## config.mk

```make
export PLATFORM = sky130hd
export DESIGN_NAME = area_sequencer_flat
export DESIGN_NICKNAME = d
export VERILOG_FILES = /design/src/rtl/area_pkg.sv /design/src/rtl/area_sequencer_if.sv /design/src/rtl/shared_mult.sv /design/src/rtl/area_sequencer.sv /design/src/flat_wrapper.sv
export SDC_FILE = /design/constraint.sdc
export NUM_CORES = 1
export LEC_CHECK = 0
export CAP_MARGIN = 25
export CORE_ASPECT_RATIO = 0.9
export CORE_MARGIN = 2
export CORE_UTILIZATION = 64
export CTS_CLUSTER_DIAMETER = 200
export DETAILED_ROUTE_END_ITERATION = 8
export PLACE_DENSITY = 0.88
export RECOVER_POWER = 25
export SLEW_MARGIN = 30
export SYNTH_ARGS = -nofsm -noshare
export SYNTH_HDL_FRONTEND = slang
export SYNTH_SLANG_ARGS = --single-unit
```

## constraint.sdc

```tcl
create_clock -name clk -period 10.3 [get_ports clk]
set_input_delay 3.09 -clock clk [delete_from_list [all_inputs] [get_ports clk]]
set_output_delay 3.09 -clock clk [all_outputs]
set_load 0.02 [all_outputs]
```

## src/rtl/area_pkg.sv

```systemverilog
// Shared types and default sizing for the area sequencer slice.
package area_pkg;

    localparam int W_DEF     = 8;
    localparam int COEF_DEF  = 201;
    localparam int SHIFT_DEF = 8;

    localparam int W2_DEF    = 2 * W_DEF;
    localparam int W3_DEF    = 3 * W_DEF;
    localparam int WSUM_DEF  = 2 * W_DEF + 1;

    typedef enum logic [2:0] {
        IDLE,
        SQ,
        CIRC,
        SUM,
        DONE
    } state_t;

endpackage

```

## src/rtl/area_sequencer_if.sv

```systemverilog
// Request/result handshake bundle between the width source, the sequencer and the consumer.
interface area_sequencer_if
    import area_pkg::*;
#(
    parameter int W = W_DEF
);

    logic             in_valid;
    logic             in_ready;
    logic [W-1:0]     width;
    logic             out_valid;
    logic             out_ready;
    logic [2*W-1:0]   square_area;
    logic [2*W-1:0]   circle_area;
    logic [2*W:0]     total_area;

    modport master (
        output in_valid,
        output width,
        output out_ready,
        input  in_ready,
        input  out_valid,
        input  square_area,
        input  circle_area,
        input  total_area
    );

    modport slave (
        input  in_valid,
        input  width,
        input  out_ready,
        output in_ready,
        output out_valid,
        output square_area,
        output circle_area,
        output total_area
    );

endinterface

```

## src/rtl/shared_mult.sv

```systemverilog
// Unsigned 2W x W combinational multiplier, isolated so it can be replaced by a pipelined/DSP block.
module shared_mult
    import area_pkg::*;
#(
    parameter int W = W_DEF
) (
    input  logic [2*W-1:0] a,
    input  logic [W-1:0]   b,
    output logic [3*W-1:0] p
);

    assign p = {{W{1'b0}}, a} * {{(2*W){1'b0}}, b};

endmodule

```

## src/rtl/area_sequencer.sv

```systemverilog
// Sequences square, circle and total area through one shared multiplier per width request.
module area_sequencer
    import area_pkg::*;
#(
    parameter int W     = W_DEF,
    parameter int COEF  = COEF_DEF,
    parameter int SHIFT = SHIFT_DEF
) (
    input  logic             clk,
    input  logic             Reset,
    area_sequencer_if.slave  bus,
    output logic [7:0]       job_count,
    output logic             cnt_ov,
    output logic             busy
);

    localparam int W2 = 2 * W;
    localparam int W3 = 3 * W;
    localparam logic [W-1:0] COEF_B = W'(COEF);

    state_t          state;
    logic [W-1:0]    w_lat;
    logic [W2-1:0]   mult_a;
    logic [W-1:0]    mult_b;
    logic [W3-1:0]   mult_p;

    // Floor scaling: drop SHIFT fraction bits, keep 2W result bits.
    function automatic logic [W2-1:0] floor_shift(input logic [W3-1:0] p);
        return W2'(p >> SHIFT);
    endfunction

    function automatic logic [W2:0] wide_add(input logic [W2-1:0] x, input logic [W2-1:0] y);
        return {1'b0, x} + {1'b0, y};
    endfunction

    always_comb begin
        mult_a = '0;
        mult_b = '0;
        case (state)
            SQ: begin
                mult_a = {{W{1'b0}}, w_lat};
                mult_b = w_lat;
            end
            CIRC: begin
                mult_a = bus.square_area;
                mult_b = COEF_B;
            end
            default: ;
        endcase
    end

    shared_mult #(.W(W)) u_mult (
        .a (mult_a),
        .b (mult_b),
        .p (mult_p)
    );

    assign bus.in_ready = (state == IDLE);
    assign busy         = (state != IDLE);

    always_ff @(posedge clk) begin
        if (!Reset) begin
            state           <= IDLE;
            w_lat           <= '0;
            bus.square_area <= '0;
            bus.circle_area <= '0;
            bus.total_area  <= '0;
            bus.out_valid   <= 1'b0;
            job_count       <= '0;
            cnt_ov          <= 1'b0;
        end else begin
            cnt_ov <= 1'b0;
            case (state)
                IDLE: begin
                    if (bus.in_valid) begin
                        w_lat <= bus.width;
                        state <= SQ;
                    end
                end
                SQ: begin
                    bus.square_area <= mult_p[W2-1:0];
                    state           <= CIRC;
                end
                CIRC: begin
                    bus.circle_area <= floor_shift(mult_p);
                    state           <= SUM;
                end
                SUM: begin
                    bus.total_area <= wide_add(bus.square_area, bus.circle_area);
                    bus.out_valid  <= 1'b1;
                    job_count      <= job_count + 8'd1;
                    cnt_ov         <= (job_count == 8'hFF);
                    state          <= DONE;
                end
                DONE: begin
                    // Results stay frozen until the consumer takes them.
                    if (bus.out_ready) begin
                        bus.out_valid <= 1'b0;
                        state         <= IDLE;
                    end
                end
                default: state <= IDLE;
            endcase
        end
    end

endmodule

```

## src/flat_wrapper.sv

```systemverilog
// flat-port wrapper written by rule: the top's interface ports become plain ports
module area_sequencer_flat import area_pkg::*;
#(
    parameter int W     = W_DEF,
    parameter int COEF  = COEF_DEF,
    parameter int SHIFT = SHIFT_DEF
)
  (clk, Reset, job_count, cnt_ov, busy, bus_in_valid, bus_width, bus_out_ready, bus_in_ready, bus_out_valid, bus_square_area, bus_circle_area, bus_total_area);
  area_sequencer_if #(.W(W)) bus_i ();
  input  logic clk;
  input  logic Reset;
  output logic [7:0] job_count;
  output logic cnt_ov;
  output logic busy;
  input wire logic [$bits(bus_i.in_valid)-1:0] bus_in_valid;
  input wire logic [$bits(bus_i.width)-1:0] bus_width;
  input wire logic [$bits(bus_i.out_ready)-1:0] bus_out_ready;
  output wire logic [$bits(bus_i.in_ready)-1:0] bus_in_ready;
  output wire logic [$bits(bus_i.out_valid)-1:0] bus_out_valid;
  output wire logic [$bits(bus_i.square_area)-1:0] bus_square_area;
  output wire logic [$bits(bus_i.circle_area)-1:0] bus_circle_area;
  output wire logic [$bits(bus_i.total_area)-1:0] bus_total_area;
  assign bus_i.in_valid = bus_in_valid;
  assign bus_i.width = bus_width;
  assign bus_i.out_ready = bus_out_ready;
  assign bus_in_ready = bus_i.in_ready;
  assign bus_out_valid = bus_i.out_valid;
  assign bus_square_area = bus_i.square_area;
  assign bus_circle_area = bus_i.circle_area;
  assign bus_total_area = bus_i.total_area;
  area_sequencer #(.W(W), .COEF(COEF), .SHIFT(SHIFT)) u_core (.clk(clk), .Reset(Reset), .bus(bus_i), .job_count(job_count), .cnt_ov(cnt_ov), .busy(busy));
endmodule
```

==> impl_metrics.env, run 1 <==
export IMPL_gp_congestion=0.947
export IMPL_dp_cells=1137
export IMPL_grt_usage_pct=33.0
export IMPL_wirelength_mm=19.4
export IMPL_critPathMaxStageDelay_ns=1.82
export IMPL_crit_type="input pin to register"
export IMPL_numCtsBuffers=9
export IMPL_rows=37
export IMPL_hold_viol=0
export IMPL_violations="max-capacitance violations, max-slew violations"
export IMPL_synthFlopType="dfxtp_1"
export IMPL_ys_ff_latch=70
export IMPL_dr_pass1_iters=7
export IMPL_initialDrtViolationCount=636
export IMPL_drive_above_1_share_pct=3.31
export IMPL_synth_edff_count=0
export IMPL_syn_area_per_cell_um2=8.10
export IMPL_antenna_left=0
export IMPL_clock_sinks=70
export IMPL_die_width_um=117
export IMPL_maxCapViolations=1
export IMPL_core_um2=11300
export IMPL_min_to="u_core.bus.total_area[2]"
export IMPL_dr_total_vias=6856
export IMPL_cts_root_buf="clkbuf_16"
export IMPL_crit_path_top_delay_cell="clkbuf_1"
export IMPL_cts_buffer_depth=2
export IMPL_power_density_nw_per_um2=130
export IMPL_grt_max_degree=56
export IMPL_path_cells="dlygate4sd3_1 > clkbuf_1 > inv_1 > clkbuf_1 > nor2_1 > nand2_1 > o311a_1 > nand3_1"
export IMPL_status="finished with violations"
export IMPL_ys_seq_area_share_pct=19.0
export IMPL_synth_warnings=0
export IMPL_slew_violations=56
export IMPL_rsz0062_at_grt="false"
export IMPL_r2r_cells=21
export IMPL_cp_end_kind="register"
export IMPL_fp_dieH_um=106
export IMPL_cts_max_level=3
export IMPL_finalSetupTns_ns=0
export IMPL_netlist_instances=909
export IMPL_hold_path_class="register to register"
export IMPL_finalCriticalPeriod_ns=6.98
export IMPL_synth_cell_area_um2=7360
export IMPL_grt_ovfl_total=0
export IMPL_r2r_end="u_core.bus.circle_area[10]"
export IMPL_synth_async_reset_ratio_pct=0
export IMPL_ctsResizeCount=0
export IMPL_ir_drop_uv=122
export IMPL_post_cts_setup_buffers=0
export IMPL_first_global_vias=6561
export IMPL_syn_to_final_growth_pct=16.9
export IMPL_cp_start_kind="input pin"
export IMPL_cp_common_cell="clkbuf_1"
export IMPL_total_leakage_power_uw=0.00389
export IMPL_viasPerCell=5.95
export IMPL_required_ns=10.52
export IMPL_hold_path_startpoint="u_core.bus.total_area[2]"
export IMPL_num_io_pins=73
export IMPL_ff2ff_setup_slack_ns=4.12
export IMPL_cp_max_fo=55
export IMPL_tightest_slew_ns=2.54
export IMPL_max_slew_margin_pct=-69.6
export IMPL_utilization_pct=75.9
export IMPL_initial_core_util_pct=64.9
export IMPL_grt_antenna_before_repair=0
export IMPL_finalCritPeriodShare_pct=67.8
export IMPL_setup_viol=0
export IMPL_min_delay_path_depth=2
export IMPL_wl_per_cell_um=16.8
export IMPL_hold_buffers=0
export IMPL_ys_types=59
export IMPL_path_clk_slew_ns=0.06
export IMPL_port_buffers=72
export IMPL_diodes=0
export IMPL_clk_latency_ns=0.33
export IMPL_die_area_um2=12400
export IMPL_finalNonFillerCells=1153
export IMPL_critical_path_arrival_ns=7.20
export IMPL_dp_hpwl_mm=14.9
export IMPL_drc=0
export IMPL_clock_skew_final_ns=0.00596
export IMPL_num_fill_cells=846
export IMPL_grt_pass1_wl_mm=32.0
export IMPL_p_total_uw=1120
export IMPL_cts_tree="built"
export IMPL_nets=1150
export IMPL_max_freq_mhz=143
export IMPL_r2r_start="u_core.state[1]"
[stage by stage]
| stage | setup WS [ns] | area, µm² | hold WS, ns |
|---|---|---|---|
| final | 3.32 | 8610 | 0.457 |
| after global routing | 3.01 | 8610 | 0.480 |
| after CTS | 4.20 | 8610 | 0.455 |
| after detailed placement | 4.28 | 8290 | 0.448 |
| after global placement | 4.45 | 8290 | 0.440 |
| after floorplan | 4.90 | 7470 | 0.437 |
[metal layers]
layer / GRT usage, % / routed length [µm]
met5: 0 / 0
met1: 46.6 / 8180
met2: 52.2 / 9280
met3: 5.23 / 1450
met4: 10.0 / 484
[critical path, delay by kind of cell]
family	cells	cell delay (ns)
AO/OA/AOI/OAI	1	0.18
buffers and inverters	4	3.20
AND/OR/NAND/NOR	3	0.72
[cell families (layout without fill, tap and decap cells)]
group	after synthesis	after routing	synth area share, %
other cells	2	32	0.102
compound gates	200	200	17.5
fa+ha+maj	146	146	33.5
mux	2	2	0.272
buf+inv	175	233	9.06
xor+xnor	14	14	1.67
simple gates	300	300	18.9
flops	70	70	19.0
[report_power, final]
part	leakage, µW	switching, µW	total [µW]	internal, µW
clock	0.000156	124	337	213
combinational	0.00317	298	467	169
sequential	0.000567	27.6	317	290
total	0.00389	449	1120	672
[area by class of cell]
cell class	instances	area, µm²	share of cell area [%]
Clock inverter	7	98.8	1.15
Clock buffer	9	225	2.62
Tap cell	156	195	2.27
Multi-Input combinational cell	694	5410	62.8
Sequential cell	70	1400	16.3
Inverter	139	522	6.06
Timing Repair Buffer	78	758	8.81
[cell usage after synthesis (8+ instances only)]
library cell,count,area [µm²]
a211oi_1,8,60.1
a21oi_1,74,370
dfxtp_1,70,1400
o21a_1,11,82.6
nand2_1,102,383
o21ai_0,30,150
and3_1,8,50.1
nand4_1,11,68.8
inv_1,139,522
or3_1,14,87.6
nor2_1,82,308
fa_1,85,1700
clkbuf_1,25,93.8
nand3_1,38,190
a21o_1,9,67.6
nor3_1,12,60.1
ha_1,61,763
o211ai_1,14,105
[how the worst max path moves through the flow]
stage / endpoint / slack [ns] / from
after floorplan: u_core.bus.circle_area[11] / 4.90 / u_core.state[1]
after global placement: u_core.bus.circle_area[11] / 4.45 / u_core.state[2]
after detailed placement: u_core.bus.square_area[12] / 4.28 / u_core.state[1]
after CTS: u_core.bus.circle_area[10] / 4.20 / u_core.state[1]
after global routing: u_core.bus.circle_area[11] / 3.01 / Reset
final: u_core.bus.circle_area[11] / 3.32 / Reset
[registers in the layout, summed over array words and instances, names as in the netlist]
name and count:
u_core.job_count 8, u_core.bus.total_area 17, u_core.bus.circle_area 16, u_core.bus.out_valid 1
u_core.cnt_ov 1, u_core.w_lat 8, u_core.state 3, u_core.bus.square_area 16
[placed cells by master (no fill, tap or decap), types with 3 or more instances in the layout]
cell type and count:
nor2_1 82, clkbuf_16 9, a21o_1 9, o21ai_0 30
o211a_1 3, nand2_1 102, a21oi_1 74, xnor2_1 7
clkdlybuf4s50_1 71, clkinv_4 3, or2_2 7, conb_1 32
nand3_1 38, o311ai_0 6, or4_1 3, nand4_1 11
a211oi_1 8, ha_1 61, o211ai_1 14, o31ai_1 4
nand3b_1 4, o2111ai_1 4, and3_1 8, a22oi_1 5
o21a_1 11, or3_1 14, a31oi_1 7, dfxtp_1 70
nand2b_1 5, nor3_1 12, buf_4 4, o21bai_1 5
a211o_1 5, xor2_1 7, fa_1 85, and2_1 4
inv_1 139
Power figures use the tool's default switching activity.
==> run 2: changes to the inputs <==
Settings changed: CORE_UTILIZATION 64 to 53, PLACE_DENSITY 0.88 to 0.78.
Clock period 10.3 ns to 6.1 ns, I/O delays scaled along.
==> run 2 against run 1 <==
Against the previous run: die area rose by 20%; non-clock buffer count grew 10; hold slack worse by 0.0074 ns; via count decreased by 3.7%; sequential power grew 68%; the run now ends clean; global-route usage is 6.5 points lower; cell count is 1.9% higher; clock power rose by 58%; clock-buffer cell count unchanged; largest power group unchanged; worst setup slack worse by 3.0 ns; critical path depth grew 14; design area up 0.97%.
==> impl_metrics.env, run 2 (synthesized netlist as in run 1, its figures left out) <==
export IMPL_status="finished clean"
export IMPL_clock_skew_final_ns=0.00665
export IMPL_cts_root_buf="clkbuf_16"
export IMPL_cts_max_level=3
export IMPL_intPower_uw=1090
export IMPL_utilization_pct=64.6
export IMPL_crit_path_top_delay_cell="fa_1"
export IMPL_num_io_pins=73
export IMPL_finalCriticalPeriod_ns=5.79
export IMPL_hold_viol=0
export IMPL_finalCritPeriodShare_pct=94.9
export IMPL_p_total_uw=1840
export IMPL_ir_drop_uv=161
export IMPL_diodes=0
export IMPL_min_delay_path_depth=2
export IMPL_dr_pass1_iters=5
export IMPL_clk_latency_ns=0.34
export IMPL_drc=0
export IMPL_antenna_left=0
export IMPL_wl_per_cell_um=16.1
export IMPL_grt_ovfl_total=0
export IMPL_design_area_um2=8690
export IMPL_placed_area_um2=8380
export IMPL_top_register="u_core.bus.total_area"
export IMPL_largest_reg_flops=17
export IMPL_cts_tree="built"
export IMPL_dr_total_vias=6602
export IMPL_cp_start_kind="register"
export IMPL_finalSetupTns_ns=0
export IMPL_hold_path_startpoint="u_core.bus.total_area[2]"
export IMPL_cp_max_fo=25
export IMPL_cp_common_cell="inv_1"
export IMPL_dp_hpwl_mm=14.9
export IMPL_slew_violations=0
export IMPL_viasPerCell=5.62
export IMPL_layout_commonest_cell="inv_1"
export IMPL_initial_core_util_pct=54.7
export IMPL_wirelength_mm=18.9
export IMPL_grt_antenna_before_repair=0
export IMPL_port_buffers=72
export IMPL_crit_type="register to register"
export IMPL_r2r_cells=22
export IMPL_r2r_start="u_core.state[0]"
export IMPL_r2r_end="u_core.bus.circle_area[11]"
export IMPL_fp_dieH_um=116
export IMPL_max_freq_mhz=173
export IMPL_clkPwrFrac_pct=28.8
export IMPL_max_slew_margin_pct=56.1
export IMPL_combPwrFrac_pct=42.2
export IMPL_post_cts_setup_buffers=0
export IMPL_critical_path_arrival_ns=6.08
export IMPL_layout_common_cells="inv_1 (139), nand2_1 (102), fa_1 (85)"
export IMPL_grt_pass1_wl_mm=31.2
export IMPL_syn_to_final_growth_pct=18.0
export IMPL_initialDrtViolationCount=525
export IMPL_path_cells="nor3b_2 > buf_6 > nand2_1 > inv_1 > a21oi_1 > buf_4 > nor2_1 > inv_1 > fa_1 > fa_1 > inv_1 > fa_1 > inv_1 > fa_1 > inv_1 > ha_1 > o21a_1 > o31a_1 > o211a_1 > o21a_1 > or4_1 > nand3_1"
export IMPL_setup_viol=0
export IMPL_cts_buffer_depth=2
export IMPL_ff2ff_setup_slack_ns=0.31
export IMPL_rsz0062_at_grt="false"
export IMPL_netSwitchingFraction_pct=40.6
export IMPL_numCtsBuffers=9
export IMPL_grt_usage_pct=26.5
export IMPL_gp_congestion=0.978
export IMPL_critPathMaxStageDelay_ns=0.56
export IMPL_cp_end_kind="register"
export IMPL_first_global_vias=6254
export IMPL_clock_sinks=70
export IMPL_path_clk_slew_ns=0.06
export IMPL_p_switching_uw=749
export IMPL_hold_path_class="register to register"
export IMPL_die_area_um2=14900
export IMPL_rows=40
export IMPL_maxCapViolations=0
export IMPL_die_width_um=128
export IMPL_power_density_nw_per_um2=212
export IMPL_drive_above_1_share_pct=4.67
export IMPL_total_leakage_power_uw=0.00401
export IMPL_core_um2=13500
export IMPL_grt_max_degree=52
export IMPL_p_seq_share_pct=29.0
export IMPL_required_ns=6.39
export IMPL_tightest_slew_ns=0.658
export IMPL_min_to="u_core.bus.total_area[2]"
export IMPL_largestRegisters="u_core.bus.total_area x17, u_core.bus.circle_area x16, u_core.bus.square_area x16"
export IMPL_nets=1160
## run 2: changes by cell type in the layout (fill, tap and decap cells not counted), moves of 2 or more
cell,previous run,this run
clkdlybuf4s50_1,71,46
a21boi_1,1,3
clkbuf_1,2,0
clkinv_4,3,0
clkinvlp_4,1,4
a21boi_0,2,0
buf_4,4,15
dlygate4sd3_1,1,26
## run 2: how the worst max path moves through the flow
stage                    start                          to  slack [ns]  cells past startpoint
6_report       u_core.state[0]  u_core.bus.circle_area[11]        0.31                     22
4_1_cts        u_core.state[0]   u_core.bus.circle_area[4]        0.16                     22
5_1_grt        u_core.state[0]  u_core.bus.circle_area[10]        0.01                     22
2_1_floorplan  u_core.state[1]  u_core.bus.circle_area[11]        0.70                     19
3_3_place_gp   u_core.state[0]   u_core.bus.circle_area[4]        0.39                     20
3_5_place_dp   u_core.state[0]  u_core.bus.square_area[12]        0.18                     22
## run 2: per-stage QoR
stage	setup WS (ns)	instances	hold slack [ns]
5_1_grt	0.0115	1175	0.474
6_report	0.310	1175	0.450
3_5_place_dp	0.181	1159	0.445
2_1_floorplan	0.699	939	0.437
3_3_place_gp	0.387	1159	0.440
4_1_cts	0.162	1175	0.453
## run 2: timing repair
action | in CTS | in global routing
setup endpoints to repair | 0 | 13
hold buffers | 0 | 0
gates resized for setup | 0 | 7
## run 2: power by group through the flow
stage | Combinational [µW] | Sequential [µW] | Clock [µW]
floorplan | 524 | 552 | 0
global placement | 758 | 543 | 0
detailed placement | 764 | 542 | 0
CTS | 771 | 533 | 532
global route | 863 | 536 | 563
finish | 778 | 534 | 531
## run 2: routing by layer
metal / vias to the layer above / wire length [µm] / track usage [%]
met5: - / 0 / 0
met4: 0 / 328 / 5.27
met3: 31 / 1020 / 4.20
met2: 187 / 8620 / 42.0
met1: 3182 / 8980 / 38.9
li1: 3202 / - / -
## run 2: worst max-delay path, delay by kind of cell (launching register included)
kind,cells,cell delay (ns)
compound gates,5,0.84
simple gates,5,1.15
flops,1,0.45
fa+ha+maj,5,2.44
buf+inv,7,0.85
## run 2: area by class of cell
class | count | area [µm²]
Clock inverter | 7 | 73.8
Clock buffer | 9 | 225
Timing Repair Buffer | 88 | 845
Tap cell | 168 | 210
Fill cell | 1156 | 4770
Multi-Input combinational cell | 694 | 5410
Sequential cell | 70 | 1400
Inverter | 139 | 522
==> patch: new RTL, settings of run 1 <==
The 5 states of `state_t` get a one-hot encoding in 5 bits.
--- a/src/rtl/area_pkg.sv
+++ b/src/rtl/area_pkg.sv
@@ -9,12 +9,12 @@
     localparam int W3_DEF    = 3 * W_DEF;
     localparam int WSUM_DEF  = 2 * W_DEF + 1;
 
-    typedef enum logic [2:0] {
-        IDLE,
-        SQ,
-        CIRC,
-        SUM,
-        DONE
+    typedef enum logic [4:0] {
+        IDLE = 5'b00001,
+        SQ   = 5'b00010,
+        CIRC = 5'b00100,
+        SUM  = 5'b01000,
+        DONE = 5'b10000
     } state_t;
 
 endpackage
Formal check against the unedited RTL: no difference found for any inputs over 4 cycles, from zero or initial values and one cycle with Reset low; so few cycles prove little.
==> patch against run 1 <==
The run still ends with max-capacitance violations, max-slew violations left. Wire length increased by 0.34%. Total power decreased by 21%. Cell area increased by 2.2%. Combinational power decreased by 45%. Sequential cell count increased by 2. Clock skew decreased by 0.0019 ns. Register-to-register slack improved by 0.05 ns. Non-clock buffer count unchanged. Worst setup slack improved by 0.68 ns. Die area increased by 2.9%. Area after synthesis increased by 3.0%.
==> patch: results (changes against run 1) <==
- Status: finished with violations
- Failing checks: max-capacitance violations, max-slew violations
- WL/cell: 17.15 um (+2.0%)
- Clk cell area share: 0.03640 (-0.001251)
- IR drop worst, VDD: 0.00008119 V (-33%)
- Pint: 0.0005923 W (-12%)
- Pwr per Cell Area: 101.1 nW/um^2 (-22%)
- DP Worst Slack: 4.294 ns (+0.01636 ns)
- Worst R2R Start: u_core.state[4]
- Wirelength, routed: 19450 um (+0.34%)
- Mux cell area share after synthesis: 0.01336 (+0.01064)
- Fillcell total: 799 (-5.6%)
- Pin count of the biggest net entering global routing: 54 (-3.6%)
- Sequential power: 0.000293 W (-7.6%)
- R2R setup slack: 4.17 ns (+0.05 ns)
- Slew Limit Fails: 46 (-18%)
- Comb_multi_in: 678 (-2.3%)
- Layout non-clock buf frac: 0.08659 (-0.001502)
- Min Hold Slack: 0.4483 ns (-0.008969 ns)
- Num sequential: 72 (+2.9%)
- Gp weighted congestion: 0.9660 (+2.0%)
- Vias per inst: 5.973 (+0.44%)
- Tot GR Track Use: 0.3195 (-0.01044)
- Leakage power: 4.170 nW (+7.1%)
- Worst hold start: u_core.bus.total_area[7]
- Synth Area in Adders: 0.3250 (-0.009777)
- Sw Ratio: 0.3340 (-0.06684)
- Dpl hpwl: 14610 um (-2.0%)
- Hold EP: u_core.bus.total_area[7]
- Vias in the first global route: 6633 (+1.1%)
- CP max FO: 45 (-18%)
- Maxcap violations: 1 (unchanged)
- Dpl cell area: 8483 um^2 (+2.3%)
- Synth cell count leaders: 134 x inv_1, 95 x nand2_1, 85 x fa_1
- Die Area: 12740 um^2 (+2.9%)
- Non-clk invs: 134 (-3.6%)
- TritonRoute pass-1 iters: 8 (+1)
- Register share of the cell area: 0.1638 (+0.0009850)
## patch: per-layer routing
layer	wire (um)	track usage	up-vias
met5	0	0	-
met4	778	0.1267	0
met3	1437	0.05720	65
met2	9209	0.5267	316
met1	8021	0.4202	3252
li1	-	-	3140
## patch: worst max path at each step
stage	startpoint	to	slack, ns	depth (start not counted)
floorplan	u_core.state[4]	u_core.bus.circle_area[11]	5.06	20
global placement	u_core.state[4]	u_core.bus.circle_area[11]	4.42	18
detailed placement	u_core.state[4]	u_core.bus.circle_area[13]	4.29	18
CTS	u_core.state[4]	u_core.bus.circle_area[11]	4.24	19
global route	Reset	u_core.bus.circle_area[2]	3.75	7
finish	Reset	u_core.bus.circle_area[2]	4.00	7
## patch: critical path, cell delays in order
cell,delay [ns]
dlygate4sd3_1,0.52
clkbuf_1,1.35
inv_1,0.62
buf_4,0.47
nor2_1,0.21
nand2_1,0.08
o221ai_1,0.19
